**config.mk**
```make
export PLATFORM = sky130hd
export DESIGN_NAME = reg_writeback
export DESIGN_NICKNAME = d
export VERILOG_FILES = /design/src/rtl/defines.v /design/src/rtl/reg_writeback_pkg.sv /design/src/rtl/reg_writeback_queue.sv /design/src/rtl/reg_writeback.sv
export SDC_FILE = /design/constraint.sdc
export NUM_CORES = 1
export LEC_CHECK = 0
export CORE_MARGIN = 5
export CORE_UTILIZATION = 50
export CTS_CLUSTER_DIAMETER = 40
export DETAILED_ROUTE_END_ITERATION = 7
export PLACE_DENSITY = 0.74
export SYNTH_ARGS = -nofsm -noshare
export SYNTH_HDL_FRONTEND = slang
export SYNTH_SLANG_ARGS = --single-unit
```
**constraint.sdc**
```tcl
create_clock -name clk -period 7 [get_ports clk]
set_input_delay 1.4 -clock clk [delete_from_list [all_inputs] [get_ports clk]]
set_output_delay 1.4 -clock clk [all_outputs]
set_load 0.05 [all_outputs]
```
**src/rtl/defines.v**
```verilog
// Global datapath widths shared by the CPU core.
`ifndef FULLW
`define FULLW 32
`endif
`ifndef WB_DEPTH
`define WB_DEPTH 4
`endif

```
**src/rtl/reg_writeback_pkg.sv**
```systemverilog
// Shared types and helpers for the register-file write sequencer.
`ifndef FULLW
`define FULLW 32
`endif
`ifndef WB_DEPTH
`define WB_DEPTH 4
`endif

package reg_writeback_pkg;

    localparam int unsigned DATA_WIDTH = `FULLW;
    localparam int unsigned BYTE_WIDTH = 8;

    // Source driving the write port on the next edge.
    typedef enum logic [1:0] {
        SEL_IDLE  = 2'd0,
        SEL_ALU   = 2'd1,
        SEL_QUEUE = 2'd2
    } wr_sel_e;

    // ldrb zero-extends the low byte; word loads pass through.
    function automatic logic [DATA_WIDTH-1:0] load_extend(
        input logic [DATA_WIDTH-1:0] data,
        input logic                  is_byte
    );
        logic [DATA_WIDTH-1:0] result;
        result = data;
        if (is_byte) begin
            result = '0;
            result[BYTE_WIDTH-1:0] = data[BYTE_WIDTH-1:0];
        end
        return result;
    endfunction

endpackage

```
**src/rtl/reg_writeback_queue.sv**
```systemverilog
// In-order load queue: circular buffer with per-entry live bits, squash
// compare and youngest-match search for forwarding and pending status.
`ifndef FULLW
`define FULLW 32
`endif
`ifndef WB_DEPTH
`define WB_DEPTH 4
`endif

module wb_queue #(
    parameter int ADDR_WIDTH = 4,
    parameter int DEPTH      = 4,
    parameter int DATA_WIDTH = 32
) (
    input  logic                        clk,
    input  logic                        rst_n,
    input  logic                        push,
    input  logic                        push_live,
    input  logic [ADDR_WIDTH-1:0]       push_wa,
    input  logic [DATA_WIDTH-1:0]       push_wd,
    input  logic                        pop,
    input  logic                        squash,
    input  logic [ADDR_WIDTH-1:0]       squash_wa,
    output logic                        head_live,
    output logic [ADDR_WIDTH-1:0]       head_wa,
    output logic [DATA_WIDTH-1:0]       head_wd,
    output logic                        empty,
    output logic                        full,
    output logic [$clog2(DEPTH):0]      count,
    input  logic [ADDR_WIDTH-1:0]       fwd_a,
    output logic                        fwd_hit,
    output logic [DATA_WIDTH-1:0]       fwd_data,
    output logic [(1<<ADDR_WIDTH)-1:0]  pending
);

    localparam int PW = $clog2(DEPTH);
    localparam int CW = PW + 1;

    logic [DEPTH-1:0]      live_q;
    logic [ADDR_WIDTH-1:0] wa_mem [DEPTH];
    logic [DATA_WIDTH-1:0] wd_mem [DEPTH];
    logic [PW-1:0]         wr_ptr;
    logic [PW-1:0]         rd_ptr;
    logic [CW-1:0]         count_q;

    assign count     = count_q;
    assign empty     = (count_q == '0);
    assign full      = (count_q == CW'(DEPTH));
    assign head_live = live_q[rd_ptr];
    assign head_wa   = wa_mem[rd_ptr];
    assign head_wd   = wd_mem[rd_ptr];

    always_ff @(posedge clk) begin
        if (push) begin
            wa_mem[wr_ptr] <= push_wa;
            wd_mem[wr_ptr] <= push_wd;
        end
    end

    // Squash first; the pop/push updates below take precedence on their slots.
    always_ff @(posedge clk) begin
        if (!rst_n) begin
            live_q  <= '0;
            wr_ptr  <= '0;
            rd_ptr  <= '0;
            count_q <= '0;
        end else begin
            for (int unsigned i = 0; i < DEPTH; i++) begin
                if (squash && wa_mem[PW'(i)] == squash_wa) begin
                    live_q[PW'(i)] <= 1'b0;
                end
            end
            if (pop) begin
                live_q[rd_ptr] <= 1'b0;
                rd_ptr         <= rd_ptr + PW'(1);
            end
            if (push) begin
                live_q[wr_ptr] <= push_live;
                wr_ptr         <= wr_ptr + PW'(1);
            end
            if (push && !pop) begin
                count_q <= count_q + CW'(1);
            end else if (pop && !push) begin
                count_q <= count_q - CW'(1);
            end
        end
    end

    // Walk oldest to youngest so the last live match wins.
    always_comb begin
        logic [PW-1:0] idx;
        idx      = '0;
        fwd_hit  = 1'b0;
        fwd_data = '0;
        for (int unsigned i = 0; i < DEPTH; i++) begin
            idx = rd_ptr + PW'(i);
            if (live_q[idx] && wa_mem[idx] == fwd_a) begin
                fwd_hit  = 1'b1;
                fwd_data = wd_mem[idx];
            end
        end
    end

    always_comb begin
        pending = '0;
        for (int unsigned i = 0; i < DEPTH; i++) begin
            if (live_q[PW'(i)]) begin
                pending[wa_mem[PW'(i)]] = 1'b1;
            end
        end
    end

endmodule

```
**src/rtl/reg_writeback.sv**
```systemverilog
// Register-file write sequencer: ALU writes take the port at once, loads
// queue in order and drain in idle cycles; exposes forwarding and pending.
`ifndef FULLW
`define FULLW 32
`endif
`ifndef WB_DEPTH
`define WB_DEPTH 4
`endif

module reg_writeback
    import reg_writeback_pkg::*;
#(
    parameter int ADDR_WIDTH = 4,
    parameter int DEPTH      = `WB_DEPTH
) (
    input  logic                        clk,
    input  logic                        rst_n,
    input  logic                        alu_valid,
    input  logic [ADDR_WIDTH-1:0]       alu_wa,
    input  logic [`FULLW-1:0]           alu_wd,
    input  logic                        ld_valid,
    output logic                        ld_ready,
    input  logic [ADDR_WIDTH-1:0]       ld_wa,
    input  logic [`FULLW-1:0]           ld_wd,
    input  logic                        ld_byte,
    output logic                        we,
    output logic [ADDR_WIDTH-1:0]       wa,
    output logic [`FULLW-1:0]           wd,
    input  logic [ADDR_WIDTH-1:0]       fwd_a,
    output logic                        fwd_hit,
    output logic [`FULLW-1:0]           fwd_data,
    output logic [(1<<ADDR_WIDTH)-1:0]  pending,
    output logic [$clog2(DEPTH):0]      count
);

    wr_sel_e               sel;
    logic                  q_push;
    logic                  q_push_live;
    logic                  q_pop;
    logic                  q_empty;
    logic                  q_full;
    logic                  q_head_live;
    logic [ADDR_WIDTH-1:0] q_head_wa;
    logic [`FULLW-1:0]     q_head_wd;
    logic                  q_fwd_hit;
    logic [`FULLW-1:0]     q_fwd_data;
    logic                  out_hit;

    assign ld_ready    = rst_n && !q_full;
    assign q_push      = ld_valid && ld_ready;
    // A load arriving alongside an ALU write to the same register is older.
    assign q_push_live = !(alu_valid && alu_wa == ld_wa);
    assign q_pop       = (sel == SEL_QUEUE);

    always_comb begin
        sel = SEL_IDLE;
        if (alu_valid) begin
            sel = SEL_ALU;
        end else if (!q_empty) begin
            sel = SEL_QUEUE;
        end
    end

    wb_queue #(
        .ADDR_WIDTH (ADDR_WIDTH),
        .DEPTH      (DEPTH),
        .DATA_WIDTH (`FULLW)
    ) u_queue (
        .clk        (clk),
        .rst_n      (rst_n),
        .push       (q_push),
        .push_live  (q_push_live),
        .push_wa    (ld_wa),
        .push_wd    (load_extend(ld_wd, ld_byte)),
        .pop        (q_pop),
        .squash     (alu_valid),
        .squash_wa  (alu_wa),
        .head_live  (q_head_live),
        .head_wa    (q_head_wa),
        .head_wd    (q_head_wd),
        .empty      (q_empty),
        .full       (q_full),
        .count      (count),
        .fwd_a      (fwd_a),
        .fwd_hit    (q_fwd_hit),
        .fwd_data   (q_fwd_data),
        .pending    (pending)
    );

    always_ff @(posedge clk) begin
        if (!rst_n) begin
            we <= 1'b0;
            wa <= '0;
            wd <= '0;
        end else begin
            case (sel)
                SEL_ALU: begin
                    we <= 1'b1;
                    wa <= alu_wa;
                    wd <= alu_wd;
                end
                SEL_QUEUE: begin
                    we <= q_head_live;
                    wa <= q_head_wa;
                    wd <= q_head_wd;
                end
                default: we <= 1'b0;
            endcase
        end
    end

    assign out_hit  = we && (wa == fwd_a);
    assign fwd_hit  = q_fwd_hit || out_hit;
    assign fwd_data = q_fwd_hit ? q_fwd_data : (out_hit ? wd : '0);

endmodule

```
**Word level (Yosys, flattened, before mapping)**

Memory sizes are Yosys's and may differ from the RTL's. A register that Yosys moved wholly into a read port is not among the register bits.
Cells that the tools add are included.

- Register bits after elaboration: 48
- Bits in latches: 0
- Bits in writable memories: 144
- Memory bits (read-only): 0
- Input bits: 81
- Word-level logic and storage cells: 136
- Memories: 2

- Add/subtract/negate cells: 6
- Multiply operators: 0
- Div/mod/pow operators: 0
- $lt $le $gt $ge: 15
- Equal/unequal tests: 13
- Shift-type cells: 0
- Mux-type cells: 60
- Bitwise logic cells: 5
- Reduce and logical (&&, ||, !) cells: 28

Memory list:

| memory | words | bits a word | read ports | clocked after Yosys merged registers in | wr ports | line | source |
|---|---|---|---|---|---|---|---|
| u_queue.wd_mem | 4 | 32 | 4 | 1 | 1 | reg_writeback_queue.sv:41 | `logic [DATA_WIDTH-1:0] wd_mem [DEPTH];` |
| u_queue.wa_mem | 4 | 4 | 8 | 1 | 1 | reg_writeback_queue.sv:40 | `logic [ADDR_WIDTH-1:0] wa_mem [DEPTH];` |

Operators by type and width:

| kind | count |
|---|---|
| 32-bit 2-to-1 mux | 7 |
| 16-bit 2-to-1 mux | 4 |
| 32-bit case mux with 2 select lines | 1 |
| 16-bit bitwise OR | 3 |
| 4-bit equality test | 10 |
| 1-bit 2-to-1 mux | 24 |
| 1-bit logical AND | 20 |
| 4-bit by 5-bit < comparator with 1-bit output, second input constant | 4 |
| 1-bit demux with 4-bit select | 4 |
| 4-bit by 1-bit >= comparator with 1-bit output, second input constant | 4 |
| 2-bit by 3-bit < comparator with 1-bit output, second input constant | 5 |
| 2-bit 2-to-1 mux | 6 |
| 4-bit 2-to-1 mux | 3 |
| 1-bit binary-select mux with 2-bit select | 4 |
| 4-bit case mux with 2 select lines | 1 |
| 3-bit 2-to-1 mux | 2 |
| 2-bit by 1-bit adder with 2-bit output, second input constant | 2 |
| 2-bit adder, second input constant | 2 |
| 4-bit AND | 1 |
| 4-bit bitwise mux | 1 |
| 1-bit demux with 2-bit select | 2 |
| 2-bit by 1-bit >= comparator with 1-bit output, second input constant | 2 |
| 1-bit logical NOT | 4 |
| 4-bit inverter | 1 |
| 9 further kinds | 10 |

**Longest topological paths before layout**

- Depth after elaboration: 11
- Depth in mapped cells: 16
- Gate-level depth less buffers: 9

**Modules after synthesis**

From an unflattened synthesis, not the netlist that was laid out.

- Cells, all modules: 1,173
- Area total of the unflattened synthesis: 13,238.9 µm²

Modules (own cells, without submodules):

| module | times used | cells each | area each (µm²) | seq. area each (µm²) |
|---|---|---|---|---|
| wb_queue | 1 | 820 | 10,376.2 | 4,584.4 |
| reg_writeback | 1 | 353 | 2,862.7 | 740.7 |

**Worst setup path before layout**

No wires, ideal clock.

- Path type: register to output
- From: register u_queue.rd_ptr[1]
- To: output port fwd_data[0]
- Arrival time: 4.072 ns
- Data required time: 5.600 ns
- Setup slack: 1.528 ns
- Cell stages (with the launch flop): 16
- Cell sequence: dfxtp_1 -> buf_2 -> buf_4 -> buf_1 -> inv_1 -> ha_1 -> buf_6 -> mux4_2 -> xor2_1 -> nor2_1 -> nand3_2 -> buf_6 -> clkbuf_1 -> o21ai_0 -> nor2_1 -> o31ai_1

- Longest elaborated chain between the ends: 8
- Elaborated cells on any way between the ends: 29
- Those cells by class: add/sub: 3; eq/ne: 3; mux: 17; reduce/logical: 4; memory: 2

RTL lines:

| item | line | source |
|---|---|---|
| start: declaration | reg_writeback_queue.sv:43 | `logic [PW-1:0] rd_ptr;` |
| start signal: assignment | reg_writeback_queue.sv:75 | `rd_ptr <= rd_ptr + PW'(1);` |
| 2-bit by 1-bit adder with 2-bit output or 1-bit binary-select mux with 2-bit select (tied branches) | reg_writeback_queue.sv:96, reg_writeback_queue.sv:97 |  |
| memory 4 x 4 bit (tied with other cells) | - |  |
| 4-bit equality test (tied with other cells) | reg_writeback_queue.sv:97 | `if (live_q[idx] && wa_mem[idx] == fwd_a) begin` |
| 1-bit logical AND (tied with other cells) | reg_writeback_queue.sv:97 |  |
| 32-bit 2-to-1 mux or 1-bit 2-to-1 mux (tied branches) (3 in series) | reg_writeback_queue.sv:97 |  |
| 32-bit 2-to-1 mux (*) | reg_writeback.sv:114 | `assign fwd_data = q_fwd_hit ? q_fwd_data : (out_hit ? wd : '0);` |
| end: declaration | reg_writeback.sv:31 | `` output logic [`FULLW-1:0] fwd_data, `` |

Every way passes the cells marked *; elsewhere a longest branch is shown, timed or not. The select of a mux whose other input is x is not followed.

**Final worst setup path**

- From: register u_queue.rd_ptr[0]
- To: output port fwd_data[31]

Same word-level chain as after synthesis.

==> flow_metrics.py <==
metrics = {
    "worst_setup_path": {
        "criticalPathCategory": "reg2out",
        "start_kind": "flop",
        "critPathMostFrequentCell": "buf_4",
        "slowest_stage": "buf_4",
        "setup.worst_path.end_class": "output pin",
        "r2r-start": "u_queue.rd_ptr[0]",
        "arrival_ps": 4570,
        "critical-path-max-stage-delay_ps": 950,
        "crit_fanout": 69,
        "rrSetupSlack_ps": 4030,
        "required_ps": 5600,
        "reg2reg_depth": 7,
        "r2r-end": "u_queue.live_q[3]",
        "worstPathCellList": "buf_4, buf_4, mux4_2, nand3_2, buf_4, o21ai_0, o31ai_1, buf_12",
    },
    "clocking": {
        "clock_latency_ps": 440,
        "cts_buffers": 17,
        "holdBufCountCts": 0,
        "cts_resized": 0,
        "clk_path_buf_depth": 2,
        "clkSinkCount": 194,
        "cts_tree": "yes",
        "htree_levels": 4,
        "clockRootBuffer": "clkbuf_16",
        "post_cts_buffers": 0,
        "clkSlewWorstSetupHoldPaths_ps": 70,
    },
    "worst_hold_path": {
        "whs_endpoint": "u_queue.wr_ptr[1]",
        "worst_hold_path.num_cells": 2,
        "holdCritPathClass": "reg2reg",
        "hold_start": "u_queue.wr_ptr[1]",
    },
    "sta": {
        "slew_viol_final": 0,
        "maxSlewHeadroom_pct": 24.6,
        "worst_slew_pin_slew_ps": 1130,
        "setup_slack_ps": 1030,
        "setup_violations": 0,
        "hold_viol": 0,
        "clock-skew-final_ps": 10.9,
        "rsz0062_at_grt": "no",
        "timing.fmax_ghz": 0.168,
        "fin_tns_setup_ps": 0,
        "fin_crit_ps": 5970,
        "fin_crit_sh_pct": 85.3,
    },
    "global_route": {
        "grt_usage_pct": 23.8,
        "use_met3_pct": 3.79,
        "first_global_vias": 9676,
        "grt_overflow": 0,
        "grt_use_met2_pct": 38.7,
        "antenna_found_initial": 1,
        "busiest_layer": "met2",
        "met1_usage_pct": 33.5,
        "grt_max_degree": 70,
        "grt_pass1_wl_mm": 53.8,
    },
    "floorplan": {
        "dieWidth_um": 170,
        "core_region_area_um2": 25300,
        "io_pins": 171,
        "start_util_pct": 50.9,
        "die_area_um2": 29000,
        "fp.dieH_um": 170,
        "rows": 58,
    },
    "logic_synthesis": {
        "async_flop_share_pct": 0,
        "synth_edf_count": 144,
        "synth_cells": 1084,
        "syn_area_um2": 12800,
        "synth_seq_area_share_pct": 41.5,
        "syn_nets": 1175,
        "syn_area_per_cell_um2": 11.8,
        "synth-seq-cells": 194,
        "synth_cell_types": 55,
        "synth_warnings": 0,
        "dominantRegCellSynth": "edfxtp_1",
    },
    "layout": {
        "fin_util_pct": 59.9,
        "fill_cells": 1999,
        "regArea_um2": 5330,
        "drive_above_1_share_pct": 19.8,
        "nNetsFinal": 1267,
        "area_growth_pct": 17.7,
        "final_cell_mix": "144 x edfxtp_1, 137 x mux4_2, 135 x clkdlybuf4s50_1",
        "multi_input_area_um2": 6850,
        "final_common_cell": "edfxtp_1",
        "finalNonFillerCells": 1519,
        "diodes": 0,
        "final_cell_area_um2": 15100,
    },
    "pwr": {
        "p_per_area_nw_per_um2": 313,
        "ir_drop_v": 0.000357,
        "cellLeakagePower_nw": 5.01,
    },
    "place": {
        "postPlaceCellArea_um2": 14500,
        "dpl.cell_count": 1487,
        "place.gp.congestion": 0.874,
        "dp_hpwl_mm": 21.9,
        "pre_cts_slack_ps": 1460,
        "io_buffers": 170,
    },
    "routing": {
        "drtIter0Drc": 1143,
        "via_count": 9874,
        "dr.pass1.iters": 7,
        "drc": 0,
        "via_per_inst": 6.50,
        "ant_nets": 0,
        "wl_mm": 34.7,
        "wl_per_cell_um": 22.9,
    },
    "outcome": {
        "status": "finished, final reports clean",
    },
    "flow_run": {
        "maxCapViolations": 0,
    },
}
==> stage by stage <==
stage | hold WS, ps | power (mW)
3_3_place_gp | 485 | 3.74
5_1_grt | 525 | 4.98
2_1_floorplan | 469 | 3.26
4_1_cts | 505 | 4.75
6_report | 510 | 4.73
3_5_place_dp | 494 | 3.77
==> critical path: cells and delay by family, from the launching register on <==
kind                   cells  cell delay [ps]
multiplexers               1              630
AO/OA/AOI/OAI              2              610
buffers and inverters      4             2250
flip-flops                 1              480
AND/OR/NAND/NOR            1               80
==> worst max-delay path by stage <==
stage	from	endpoint	slack (ps)	depth (start not counted)
after global routing	u_queue.rd_ptr[0]	fwd_data[0]	650	8
final	u_queue.rd_ptr[0]	fwd_data[31]	1030	8
after floorplan	u_queue.rd_ptr[1]	fwd_data[0]	1530	15
after detailed placement	u_queue.rd_ptr[0]	fwd_data[31]	1460	8
after global placement	u_queue.rd_ptr[0]	fwd_data[0]	1540	8
after CTS	u_queue.rd_ptr[0]	fwd_data[31]	980	8
==> synth_stat cells (4+ instances only) <==
cell type | number | area, um2
edfxtp_1 | 144 | 4320
and3_1 | 31 | 194
a32oi_1 | 5 | 43.8
o22ai_1 | 34 | 213
nand2_1 | 109 | 409
clkbuf_1 | 58 | 218
nand3_1 | 9 | 45.0
nor2b_1 | 67 | 419
dfxtp_1 | 50 | 1000
mux4_1 | 6 | 158
mux4_2 | 137 | 3090
inv_1 | 42 | 158
a31oi_1 | 32 | 200
a22oi_1 | 5 | 37.5
or3_1 | 6 | 37.5
a221o_1 | 4 | 40.0
ha_1 | 9 | 113
nor3_1 | 4 | 20.0
nand2b_1 | 4 | 25.0
o311ai_0 | 4 | 35.0
nor2_1 | 40 | 150
mux2i_1 | 7 | 70.1
a41oi_1 | 4 | 35.0
xnor2_1 | 36 | 315
and2_1 | 9 | 56.3
o21ai_0 | 44 | 220
o221ai_1 | 6 | 52.6
a21oi_1 | 79 | 395
buf_4 | 6 | 45.0
buf_6 | 8 | 90.1
xor2_1 | 10 | 87.6
o211ai_1 | 6 | 45.0
nand3b_1 | 4 | 30.0
buf_2 | 32 | 160
buf_1 | 5 | 18.8
==> power breakdown <==
part           internal (mW)  switching [mW]
clock network          0.551           0.438
registers               1.35           0.153
logic                   1.05            1.19
==> cells by family (layout without fill, tap and decap cells) <==
kind of cell	after synthesis	after routing	synth area share, %
muxes	153	153	26.2
AOI/OAI and AO/OA	233	233	10.9
and+or+nand+nor	296	296	11.8
buffers and inverters	152	257	5.49
xor gates and xnor gates	46	46	3.14
DFF	194	194	41.5
adders and majority gates	10	10	1.03
==> state kept, by name, summed over array words and instances (netlist names), named ones only <==
signal	flops
u_queue.wd_mem	128
wd	32
u_queue.wa_mem	16
u_queue.live_q	4
wa	4
u_queue.count	3
u_queue.rd_ptr	2
u_queue.wr_ptr	2
we	1
==> layer usage <==
layer	wire, um	part of all wire [%]
met1	13800	40
met2	17000	49
met3	3130	9.0
met4	709	2.0
met5	13	0.037
==> area by class of cell <==
| class | instances | area share (%) |
|---|---|---|
| inverters | 42 | 1.04 |
| multi-input cells | 738 | 45.3 |
| flip-flops and latches | 194 | 35.3 |
| clock buffers | 22 | 3.07 |
| clock inverters | 10 | 0.819 |
| well taps | 330 | 2.73 |
| repair buffers | 183 | 11.8 |
(Power assumes the default switching activity.)
